$ cat src/rtl/recep_pkg.sv
// Shared scan-code constants and parser state encoding for the keyboard
// command parser.
package recep_pkg;

    // Scan codes with a command meaning; every other code is a digit.
    localparam logic [7:0] KEY_ENTER = 8'h5A;
    localparam logic [7:0] KEY_H     = 8'h33;
    localparam logic [7:0] KEY_P     = 8'h4D;
    localparam logic [7:0] KEY_A     = 8'h1C;
    localparam logic [7:0] KEY_G     = 8'h34;
    localparam logic [7:0] KEY_CLR   = 8'h2D;

    // Frame assembly phases.
    typedef enum logic [1:0] {
        ST_IDLE  = 2'd0,
        ST_DIG   = 2'd1,
        ST_LEVEL = 2'd2,
        ST_GAS   = 2'd3
    } state_t;

endpackage

$ cat src/rtl/byte_timer.sv
// Inter-byte idle timer: counts strobe-free cycles while a frame is open and
// pulses `expired` on the cycle the idle budget runs out. A strobe in that
// same cycle suppresses the pulse and restarts the count. TIMEOUT=0 disables.
module byte_timer
#(
    parameter int TIMEOUT = 1_000_000
) (
    input  logic CLK,
    input  logic RST,
    input  logic run,
    input  logic kick,
    output logic expired
);
    localparam int CW = (TIMEOUT > 0) ? $clog2(TIMEOUT + 1) : 1;

    logic [CW-1:0] cnt_q;
    logic [CW-1:0] cnt_d;

    // Next count: cleared by a strobe or outside a frame, saturates at TIMEOUT.
    always_comb begin
        cnt_d = cnt_q;
        if (!run || kick) begin
            cnt_d = '0;
        end else if (cnt_q != CW'(TIMEOUT)) begin
            cnt_d = cnt_q + CW'(1);
        end
    end

    // Idle counter register.
    always_ff @(posedge CLK) begin
        if (RST) begin
            cnt_q <= '0;
        end else begin
            cnt_q <= cnt_d;
        end
    end

    // This cycle is the TIMEOUT-th idle cycle when the count already holds TIMEOUT-1.
    assign expired = (TIMEOUT != 0) && run && !kick && (cnt_q == CW'(TIMEOUT - 1));

endmodule

$ cat src/rtl/cmd_parser.sv
// Keyboard command parser: assembles digits plus level/gas codes into a
// shadow frame and commits it atomically to the registered status outputs.
// Input handshake: DATO is consumed on every cycle DATO_VALID=1 (no
// backpressure, back-to-back strobes allowed); DATO is ignored otherwise.
module cmd_parser
    import recep_pkg::*;
#(
    parameter int DATA_W  = 8,
    parameter int NDIG    = 2,
    parameter int TIMEOUT = 1_000_000
) (
    input  logic                   CLK,
    input  logic                   RST,
    input  logic [DATA_W-1:0]      DATO,
    input  logic                   DATO_VALID,
    output logic [NDIG*DATA_W-1:0] STTEMP,
    output logic                   STPELIGRO,
    output logic                   STALERTA,
    output logic                   STGAS,
    output logic                   GRESET,
    output logic                   FRAME_DONE,
    output logic                   FRAME_ERR,
    output state_t                 DBG_STATE
);
    localparam int IDXW = $clog2(NDIG + 1);

    state_t                   state_q, state_d;
    logic [IDXW-1:0]          cnt_q, cnt_d;
    logic [DATA_W-1:0]        shadow_q [NDIG];
    logic [DATA_W-1:0]        shadow_d [NDIG];
    logic                     has_dig_q, has_dig_d;
    logic                     lvl_stg_q, lvl_stg_d;
    logic                     pel_stg_q, pel_stg_d;
    logic                     al_stg_q, al_stg_d;
    logic                     gas_stg_q, gas_stg_d;
    logic [NDIG*DATA_W-1:0]   temp_q, temp_d;
    logic                     pel_q, pel_d;
    logic                     al_q, al_d;
    logic                     gas_q, gas_d;
    logic                     greset_q, greset_d;
    logic                     done_q, done_d;
    logic                     err_q, err_d;
    logic                     commit, abort, leave;
    logic                     tmr_expired;

    logic is_clr, is_enter, is_h, is_p, is_a, is_g, is_dig;

    assign is_clr   = (DATO == DATA_W'(KEY_CLR));
    assign is_enter = (DATO == DATA_W'(KEY_ENTER));
    assign is_h     = (DATO == DATA_W'(KEY_H));
    assign is_p     = (DATO == DATA_W'(KEY_P));
    assign is_a     = (DATO == DATA_W'(KEY_A));
    assign is_g     = (DATO == DATA_W'(KEY_G));
    assign is_dig   = !(is_clr || is_enter || is_h || is_p || is_a || is_g);

    byte_timer #(.TIMEOUT(TIMEOUT)) u_timer (
        .CLK     (CLK),
        .RST     (RST),
        .run     (state_q != ST_IDLE),
        .kick    (DATO_VALID),
        .expired (tmr_expired)
    );

    // Next-state, staging and commit logic; CLR beats everything, timeout only without a strobe.
    always_comb begin
        state_d   = state_q;
        cnt_d     = cnt_q;
        shadow_d  = shadow_q;
        has_dig_d = has_dig_q;
        lvl_stg_d = lvl_stg_q;
        pel_stg_d = pel_stg_q;
        al_stg_d  = al_stg_q;
        gas_stg_d = gas_stg_q;
        temp_d    = temp_q;
        pel_d     = pel_q;
        al_d      = al_q;
        gas_d     = gas_q;
        greset_d  = 1'b0;
        done_d    = 1'b0;
        err_d     = 1'b0;
        commit    = 1'b0;
        abort     = 1'b0;
        leave     = 1'b0;

        if (DATO_VALID) begin
            if (is_clr) begin
                temp_d   = '0;
                pel_d    = 1'b0;
                al_d     = 1'b0;
                gas_d    = 1'b0;
                greset_d = 1'b1;
                for (int i = 0; i < NDIG; i++) shadow_d[i] = '0;
                leave    = 1'b1;
            end else begin
                unique case (state_q)
                    ST_IDLE: begin
                        if (is_h) begin
                            state_d = ST_LEVEL;
                        end else if (is_dig) begin
                            shadow_d[0] = DATO;
                            cnt_d       = IDXW'(1);
                            has_dig_d   = 1'b1;
                            state_d     = (NDIG == 1) ? ST_LEVEL : ST_DIG;
                        end
                    end
                    ST_DIG: begin
                        if (is_enter) begin
                            abort = 1'b1;
                        end else begin
                            for (int i = 0; i < NDIG; i++) begin
                                if (cnt_q == IDXW'(i)) shadow_d[i] = DATO;
                            end
                            cnt_d = cnt_q + IDXW'(1);
                            if (cnt_d == IDXW'(NDIG)) state_d = ST_LEVEL;
                        end
                    end
                    ST_LEVEL: begin
                        if (is_p) begin
                            lvl_stg_d = 1'b1;
                            pel_stg_d = 1'b1;
                            al_stg_d  = 1'b1;
                            state_d   = ST_GAS;
                        end else if (is_a) begin
                            lvl_stg_d = 1'b1;
                            pel_stg_d = 1'b0;
                            al_stg_d  = 1'b1;
                            state_d   = ST_GAS;
                        end else if (is_enter) begin
                            commit = 1'b1;
                        end
                    end
                    ST_GAS: begin
                        if (is_g) begin
                            gas_stg_d = 1'b1;
                            commit    = 1'b1;
                        end else if (is_h) begin
                            state_d = ST_LEVEL;
                        end else if (is_enter) begin
                            commit = 1'b1;
                        end
                    end
                endcase
            end
        end else if (tmr_expired) begin
            abort = 1'b1;
        end

        if (abort) begin
            err_d = 1'b1;
            leave = 1'b1;
        end

        if (commit) begin
            if (has_dig_q) begin
                for (int i = 0; i < NDIG; i++) temp_d[i*DATA_W +: DATA_W] = shadow_q[i];
            end
            if (lvl_stg_d) begin
                pel_d = pel_stg_d;
                al_d  = al_stg_d;
            end
            gas_d  = gas_q | gas_stg_d;
            done_d = 1'b1;
            leave  = 1'b1;
        end

        if (leave) begin
            state_d   = ST_IDLE;
            cnt_d     = '0;
            has_dig_d = 1'b0;
            lvl_stg_d = 1'b0;
            pel_stg_d = 1'b0;
            al_stg_d  = 1'b0;
            gas_stg_d = 1'b0;
        end
    end

    // State, shadow frame and status registers.
    always_ff @(posedge CLK) begin
        if (RST) begin
            state_q   <= ST_IDLE;
            cnt_q     <= '0;
            shadow_q  <= '{default: '0};
            has_dig_q <= 1'b0;
            lvl_stg_q <= 1'b0;
            pel_stg_q <= 1'b0;
            al_stg_q  <= 1'b0;
            gas_stg_q <= 1'b0;
            temp_q    <= '0;
            pel_q     <= 1'b0;
            al_q      <= 1'b0;
            gas_q     <= 1'b0;
            greset_q  <= 1'b0;
            done_q    <= 1'b0;
            err_q     <= 1'b0;
        end else begin
            state_q   <= state_d;
            cnt_q     <= cnt_d;
            shadow_q  <= shadow_d;
            has_dig_q <= has_dig_d;
            lvl_stg_q <= lvl_stg_d;
            pel_stg_q <= pel_stg_d;
            al_stg_q  <= al_stg_d;
            gas_stg_q <= gas_stg_d;
            temp_q    <= temp_d;
            pel_q     <= pel_d;
            al_q      <= al_d;
            gas_q     <= gas_d;
            greset_q  <= greset_d;
            done_q    <= done_d;
            err_q     <= err_d;
        end
    end

    assign STTEMP     = temp_q;
    assign STPELIGRO  = pel_q;
    assign STALERTA   = al_q;
    assign STGAS      = gas_q;
    assign GRESET     = greset_q;
    assign FRAME_DONE = done_q;
    assign FRAME_ERR  = err_q;
    assign DBG_STATE  = state_q;

endmodule

$ cat config.mk
export PLATFORM = sky130hd
export DESIGN_NAME = cmd_parser
export DESIGN_NICKNAME = d
export VERILOG_FILES = /design/src/rtl/recep_pkg.sv /design/src/rtl/byte_timer.sv /design/src/rtl/cmd_parser.sv
export SDC_FILE = /design/constraint.sdc
export NUM_CORES = 1
export LEC_CHECK = 0
export CORE_MARGIN = 3
export CORE_UTILIZATION = 45
export DETAILED_ROUTE_END_ITERATION = 10
export PLACE_DENSITY_LB_ADDON = 0.2
export SLEW_MARGIN = 10
export SYNTH_ARGS = -nofsm -noshare
export SYNTH_HDL_FRONTEND = slang
export SYNTH_SLANG_ARGS = --single-unit
$ cat constraint.sdc
create_clock -name CLK -period 3.1 [get_ports CLK]
set_clock_uncertainty 0.1 [all_clocks]
set_input_delay 0.31 -clock CLK [delete_from_list [all_inputs] [get_ports CLK]]
set_output_delay 0.31 -clock CLK [all_outputs]
set_load 0.05 [all_outputs]
**Word level (Yosys, flattened, before mapping)**

Index checks and enable logic that the tools add are counted.
Widths: inputs -> output; s select.

- Add/sub/neg operators: 2
- Equality and inequality tests: 26
- Mux-type cells: 72
- Reduce and logical (&&, ||, !) cells: 27
- Bitwise operators: 4

Operators by type and width:

| cell | count |
|---|---|
| $mux 16 | 6 |
| $mux 1 | 47 |
| $mux 8 | 5 |
| $eq 8x6->1 const B | 3 |
| $add 20x1->20 const B | 1 |
| $eq 20x20->1 const B | 1 |
| $mux 2 | 10 |
| $ne 20x20->1 const B | 1 |
| $ne 3x3->1 const B | 6 |
| $eq 8x7->1 const B | 2 |
| $pmux 8 s2 | 1 |
| $ne 2x2->1 const B | 7 |
| $reduce_and 6->1 | 2 |
| $reduce_bool 2->1 | 6 |
| $eq 8x5->1 const B | 1 |
| $pmux 2 s4 | 1 |
| $reduce_and 8->1 | 1 |
| $eq 2x2->1 const B | 3 |
| $logic_or 1x1->1 | 6 |
| $reduce_and 5->1 | 1 |
| $eq 2x1->1 const B | 2 |
| $logic_not 2->1 | 2 |
| $pmux 2 s2 | 1 |
| $reduce_and 4->1 | 1 |
| other kinds (9) | 14 |

- Word-level logic and storage cells: 148
- Register bits after elaboration: 67
- Output and inout port bits: 24
- Input bits: 11

**Depth between registers and ports, before layout**

- Depth after elaboration: 10
- Gate-level depth with buffers: 8
- Depth with buffers taken out: 6

**By module**

A second synthesis with hierarchy kept.

- Cell total of the unflattened synthesis: 352
- Area, all modules: 3,139.3 µm²

By module, submodules not included:

| module | area an instance (µm²) | instances | sequential area each (µm²) | cells an instance |
|---|---|---|---|---|
| cmd_parser | 2,122.0 | 1 | 940.9 | 232 |
| byte_timer | 1,017.2 | 1 | 400.4 | 120 |

**Worst setup path after synthesis**

OpenSTA, ideal clock, no wires.

- Path kind: flip-flop to flip-flop
- From: register state_q[1] (netlist: DBG_STATE[1])
- To: register pel_q (netlist: STPELIGRO)
- Arrival time: 2,031 ps
- Stages on the path, launching flop included: 7
- Clock period less this slack: 2,206 ps
- Data required time: 2,926 ps
- Setup time: 74 ps
- Path buffers: 1
- Slack: 894 ps
- Cell sequence: dfxtp_1 > clkbuf_1 > and4_1 > a31oi_1 > a311o_1 > or4_1 > o21ai_0

- Word-level cells in the longest chain between the ends: 6
- Elaborated cells on any way between the ends: 13
- Classes of those cells: 2 x eq/ne; 11 x mux

RTL lines:

| element | line | text |
|---|---|---|
| start: declaration | cmd_parser.sv:27 | `state_t state_q, state_d;` |
| start signal: assignment | cmd_parser.sv:196 | `state_q <= state_d;` |
| $eq 2x2->1 | cmd_parser.sv:95 | `unique case (state_q)` |
| $mux 1 | cmd_parser.sv:95 |  |
| $mux 1 | cmd_parser.sv:86 | `if (is_clr) begin` |
| $mux 1 | cmd_parser.sv:85 | `if (DATO_VALID) begin` |
| $mux 1 | cmd_parser.sv:157 | `if (lvl_stg_d) begin` |
| $mux 1 (*) | cmd_parser.sv:153 | `if (commit) begin` |
| end signal: assignment | cmd_parser.sv:205 | `pel_q <= pel_d;` |
| end: declaration | cmd_parser.sv:37 | `logic pel_q, pel_d;` |

Mark *: on every way between the ends. The rest lies on a longest branch, timed or not.
A chain may end at the register's enable or synchronous reset.

**Worst setup path in the final report**

- From: input port DATO[6]
- To: register cnt_q[1]

- Word-level cells in the longest chain between the ends: 9
- Elaborated cells on any way between the ends: 32
- Classes of those cells: 9 x eq/ne; 15 x mux; 1 x bitwise; 7 x reduce/logical

RTL lines:

| element | line | text |
|---|---|---|
| start: declaration | cmd_parser.sv:14 | `input logic [DATA_W-1:0] DATO,` |
| $eq 8x7->1 | cmd_parser.sv:49 | `assign is_enter = (DATO == DATA_W'(KEY_ENTER));` |
| $mux 1 | cmd_parser.sv:107, cmd_parser.sv:128, cmd_parser.sv:138 |  |
| $mux 1 (on tied branches) | cmd_parser.sv:136, cmd_parser.sv:123 |  |
| $mux 1 (on tied branches) | cmd_parser.sv:133, cmd_parser.sv:118 |  |
| $pmux 1 s2 | cmd_parser.sv:95 |  |
| $mux 1 | cmd_parser.sv:86 |  |
| $mux 1 | cmd_parser.sv:85 |  |
| $mux 1 | cmd_parser.sv:153 |  |
| $reduce_or 2->1 (no source line) | n/a |  |
| end signal: assignment | cmd_parser.sv:197 | `cnt_q <= cnt_d;` |
| end: declaration | cmd_parser.sv:28 | `logic [IDXW-1:0] cnt_q, cnt_d;` |

Several ways; a longest one is shown, not always the timed one.

==> results by group <==
Worst setup path
  – CP required: around 3.2 ns
  – CP bufs+invs: 1
  – WS Path Type: input port to flop
  – CP startpoint: DATO[6]
  – Reg2Reg Depth: 6
  – CP max-delay cell: clkdlybuf4s50_1
  – RR Endpoint: STPELIGRO$_SDFF_PP0_
  – CP Capture Type: flop
  – Worst endpoint data arrival time: 2.59 ns
  – Reg-to-Reg Start: DBG_STATE[0]$_SDFFE_PP0P_
  – Max stage delay on crit path: 0.73 ns
  – FF-to-FF setup slack: 0.92 ns
  – Crit path max fanout: 12
  – Kind of start point of the critical path: input port
  – CP cell instances: clkdlybuf4s50_1 > nor2b_1 > and4_1 > nor4_1 > o21ai_0 > a32oi_1 > nor2_1
  – CP top delay family: simple AND/OR/NAND/NOR gates

GRT
  – GRT Total Usage: 18.8%
  – Vias in the first global route: around 2.4k
  – Initial antenna violation count: 0
  – First-pass GRT wire length: 11500 um
  – Gr ovfl total: 0
  – Largest net degree at the start of global routing: 37

CTS
  – CTS Hold Bufs: 0
  – Worst-Skew Late Latency: roughly 0.34 ns
  – Clock slew at reported path FFs: around 0.070 ns
  – Number of buffers added for setup after CTS: 0
  – CTS resizes: 0
  – Root Buffer: clkbuf_8
  – H-tree levels: 3
  – CTS tree: done
  – Clock Sinks: between 60 and 70
  – CTS Buf Count: 9
  – Max clock buf depth: 2

Timing
  – Final Hold Fails: 0
  – Setup Total Neg Slack: 0 ns
  – RSZ-0062 raised after global routing: no
  – Max_slew headroom: between 50% and 60%
  – FMAX: roughly 410 MHz
  – Hold_ws: about 0.37 ns
  – Fin worst setup slack: 0.645 ns
  – Fin crit share: between 70 and 80%
  – Worst Tran Pin Value: approximately 0.69 ns
  – Max-slew violation count: 0
  – Final min period: 2.46 ns
  – Count of final setup violators: 0

Finish
  – Final nets: ~400
  – Share of layout cells above drive strength 1: 9.51%
  – P&R area growth vs syn: 19.2%
  – Final Cell Area: between 3000 and 4000 sq um
  – Antenna cells: 0
  – Number of fill cells: just under 600

Yosys
  – Syn Area/Cell: 8.79 sq um
  – Post-synth ARST share: 0%
  – Top FF cell, synth: dfxtp_1
  – EDFF count, synth: 0
  – Post-Synthesis Cell Area: slightly above 3000 sq um
  – Post-synth net total: approximately 370
  – Register area share after synthesis: a little over two fifths
  – #FFs+latches synth: 67
  – Synth warnings: 0
  – Number of library cell types mapped by synthesis: 51
  – Post-Syn Instances: around 350

Floorplan
  – Core Box Area: around 6500 sq um
  – DIE HEIGHT: between 80 and 90 um
  – Die X: 88.9 um
  – Core Rows: 29
  – Initial Util: between 40 and 50%
  – Die area: around 7900 sq um
  – Ports: 35

Pwr
  – Leak: approximately 1.3 nW
  – Total power: approximately 1.8 mW
  – Pwr Density: 476 nW/um^2
  – VDD IR-drop max: roughly 250 uV

Placed design
  – Gpl congestion: 0.928
  – Post-Place Setup Slack: around 0.32 ns
  – I/O Buffers: 34
  – Placement Cell Area: 3490 sq um
  – DP HPWL: approximately 4800 um

Hold path
  – Min-Delay Endpoint: STGAS$_SDFFE_PP0P_
  – Worst Hold Depth: 1
  – Worst min path class: flop to flop
  – Worst Hold Launch: STGAS$_SDFFE_PP0P_

Routing
  – Antenna-violating nets left: 0
  – DR WL/cell: 14.6 um
  – Detailed router's first-iteration violation count: 145
  – DRC: 0
  – Vias/cell: approximately 5.4
  – DR vias: 2512
  – DRT Pass-1 Iters: 4
  – Drt total wl: 6810 um

Flow run
  – Maxcap violations: 0

Status
  – Status: finished, final reports clean
-- state kept, by name, indices dropped and copies added, names as in the netlist --
name and cells:
DBG_STATE 2, FRAME_DONE 1, FRAME_ERR 1, GRESET 1, STALERTA 1, STGAS 1
STPELIGRO 1, STTEMP 16, al_stg_q 1, cnt_q 2, gas_stg_q 1, has_dig_q 1
lvl_stg_q 1, pel_stg_q 1, shadow_q 16, u_timer.cnt_q 20
-- cell usage in the layout (no fill, tap or decap), types with 4 or more instances in the layout --
cell type | netlist | layout
dfxtp_1 | 67 | 67
o2bb2ai_1 | 4 | 4
clkdlybuf4s50_1 | 0 | 34
a21oi_1 | 12 | 12
xor2_1 | 10 | 10
or3b_2 | 4 | 4
ha_1 | 5 | 5
nand2b_1 | 21 | 21
and3_1 | 7 | 7
o21ai_0 | 22 | 22
clkbuf_8 | 0 | 11
buf_4 | 0 | 6
inv_1 | 6 | 6
nor2_1 | 46 | 46
a22oi_1 | 4 | 4
nor4_1 | 4 | 4
nand3_1 | 32 | 32
and4_1 | 5 | 5
mux2i_1 | 7 | 7
nor2b_1 | 7 | 7
nand2_1 | 12 | 12
nor3_1 | 4 | 4
nand4_1 | 4 | 4
or3_1 | 4 | 4
xnor2_1 | 6 | 6
-- kinds of logic (layout without fill, tap and decap cells) --
logic type | after synthesis | after routing | share of synthesized area [%]
AOI/OAI and AO/OA | 61 | 61 | 13.0
xor gates and xnor gates | 16 | 16 | 4.53
adders and majority gates | 5 | 5 | 2.02
buffers and inverters | 24 | 61 | 3.36
DFF | 67 | 67 | 43.4
muxes | 7 | 7 | 2.27
and+or+nand+nor | 172 | 172 | 31.4
-- worst max-delay path by stage --
stage	endpoint	cells past startpoint	slack, ns
2_1_floorplan	STPELIGRO$_SDFF_PP0_	6	0.89
3_3_place_gp	cnt_q[0]$_SDFFE_PP0P_	6	0.44
3_5_place_dp	cnt_q[1]$_SDFFE_PP0P_	7	0.32
4_1_cts	cnt_q[1]$_SDFFE_PP0P_	7	0.69
5_1_grt	cnt_q[1]$_SDFFE_PP0P_	7	0.42
6_report	cnt_q[1]$_SDFFE_PP0P_	7	0.64
-- final cells by class --
type                       instances  area (sq um)  share of cell area [%]
sequential                        67          1340                    36.4
tap                               77          96.3                    2.61
multi-input combinational        261          1650                    44.7
inverter                           6          22.5                   0.611
clock inverter                     2          35.0                   0.950
clock buffer                      13           159                    4.31
timing repair buffer              40           385                    10.5
-- metrics by stage --
stage	std cells	util (%)
3_3_place_gp	451	53.8
5_1_grt	466	56.8
3_5_place_dp	451	53.8
4_1_cts	466	56.8
2_1_floorplan	352	-
6_report	466	56.8
-- layer usage --
layer  global-route usage, %  part of all wire [%]  wire length (um)  vias up
met3                    4.98                   5.0               340       10
met2                    27.6                    43              2950       59
met1                    26.2                    50              3430     1139
met5                       0                     0                 0        -
met4                    7.55                   1.4                95        0
li1                        -                     -                 -     1304
-- cell usage after synthesis, types with 3 or more instances --
library cell / n / share of area [%]
nor4_1: 4 / 0.81
xor2_1: 10 / 2.8
nand4b_1: 3 / 0.85
a21oi_1: 12 / 1.9
ha_1: 5 / 2.0
a211oi_1: 3 / 0.73
inv_1: 6 / 0.73
nor3b_2: 3 / 1.2
dfxtp_1: 67 / 43
nand2b_1: 21 / 4.2
nor3_1: 4 / 0.65
or3_1: 4 / 0.81
and3_1: 7 / 1.4
and4_1: 5 / 1.4
nand4_1: 4 / 0.81
o2bb2ai_1: 4 / 1.1
o21ai_0: 22 / 3.6
or3b_2: 4 / 1.1
o21a_1: 3 / 0.73
nand3b_1: 3 / 0.73
buf_2: 5 / 0.81
a22oi_1: 4 / 0.97
mux2i_1: 7 / 2.3
clkbuf_1: 12 / 1.5
nand3_1: 32 / 5.2
xnor2_1: 6 / 1.7
nand2_1: 12 / 1.5
nor2_1: 46 / 5.6
nor2b_1: 7 / 1.4
-- report_power, final --
group | switching [mW] | internal (mW) | leakage, nW
logic | 0.0846 | 0.0596 | 0.626
registers | 0.0137 | 0.877 | 0.542
clock network | 0.311 | 0.411 | 0.0995
total | 0.409 | 1.35 | 1.27
Note: power is estimated with default switching activity, not from simulation.
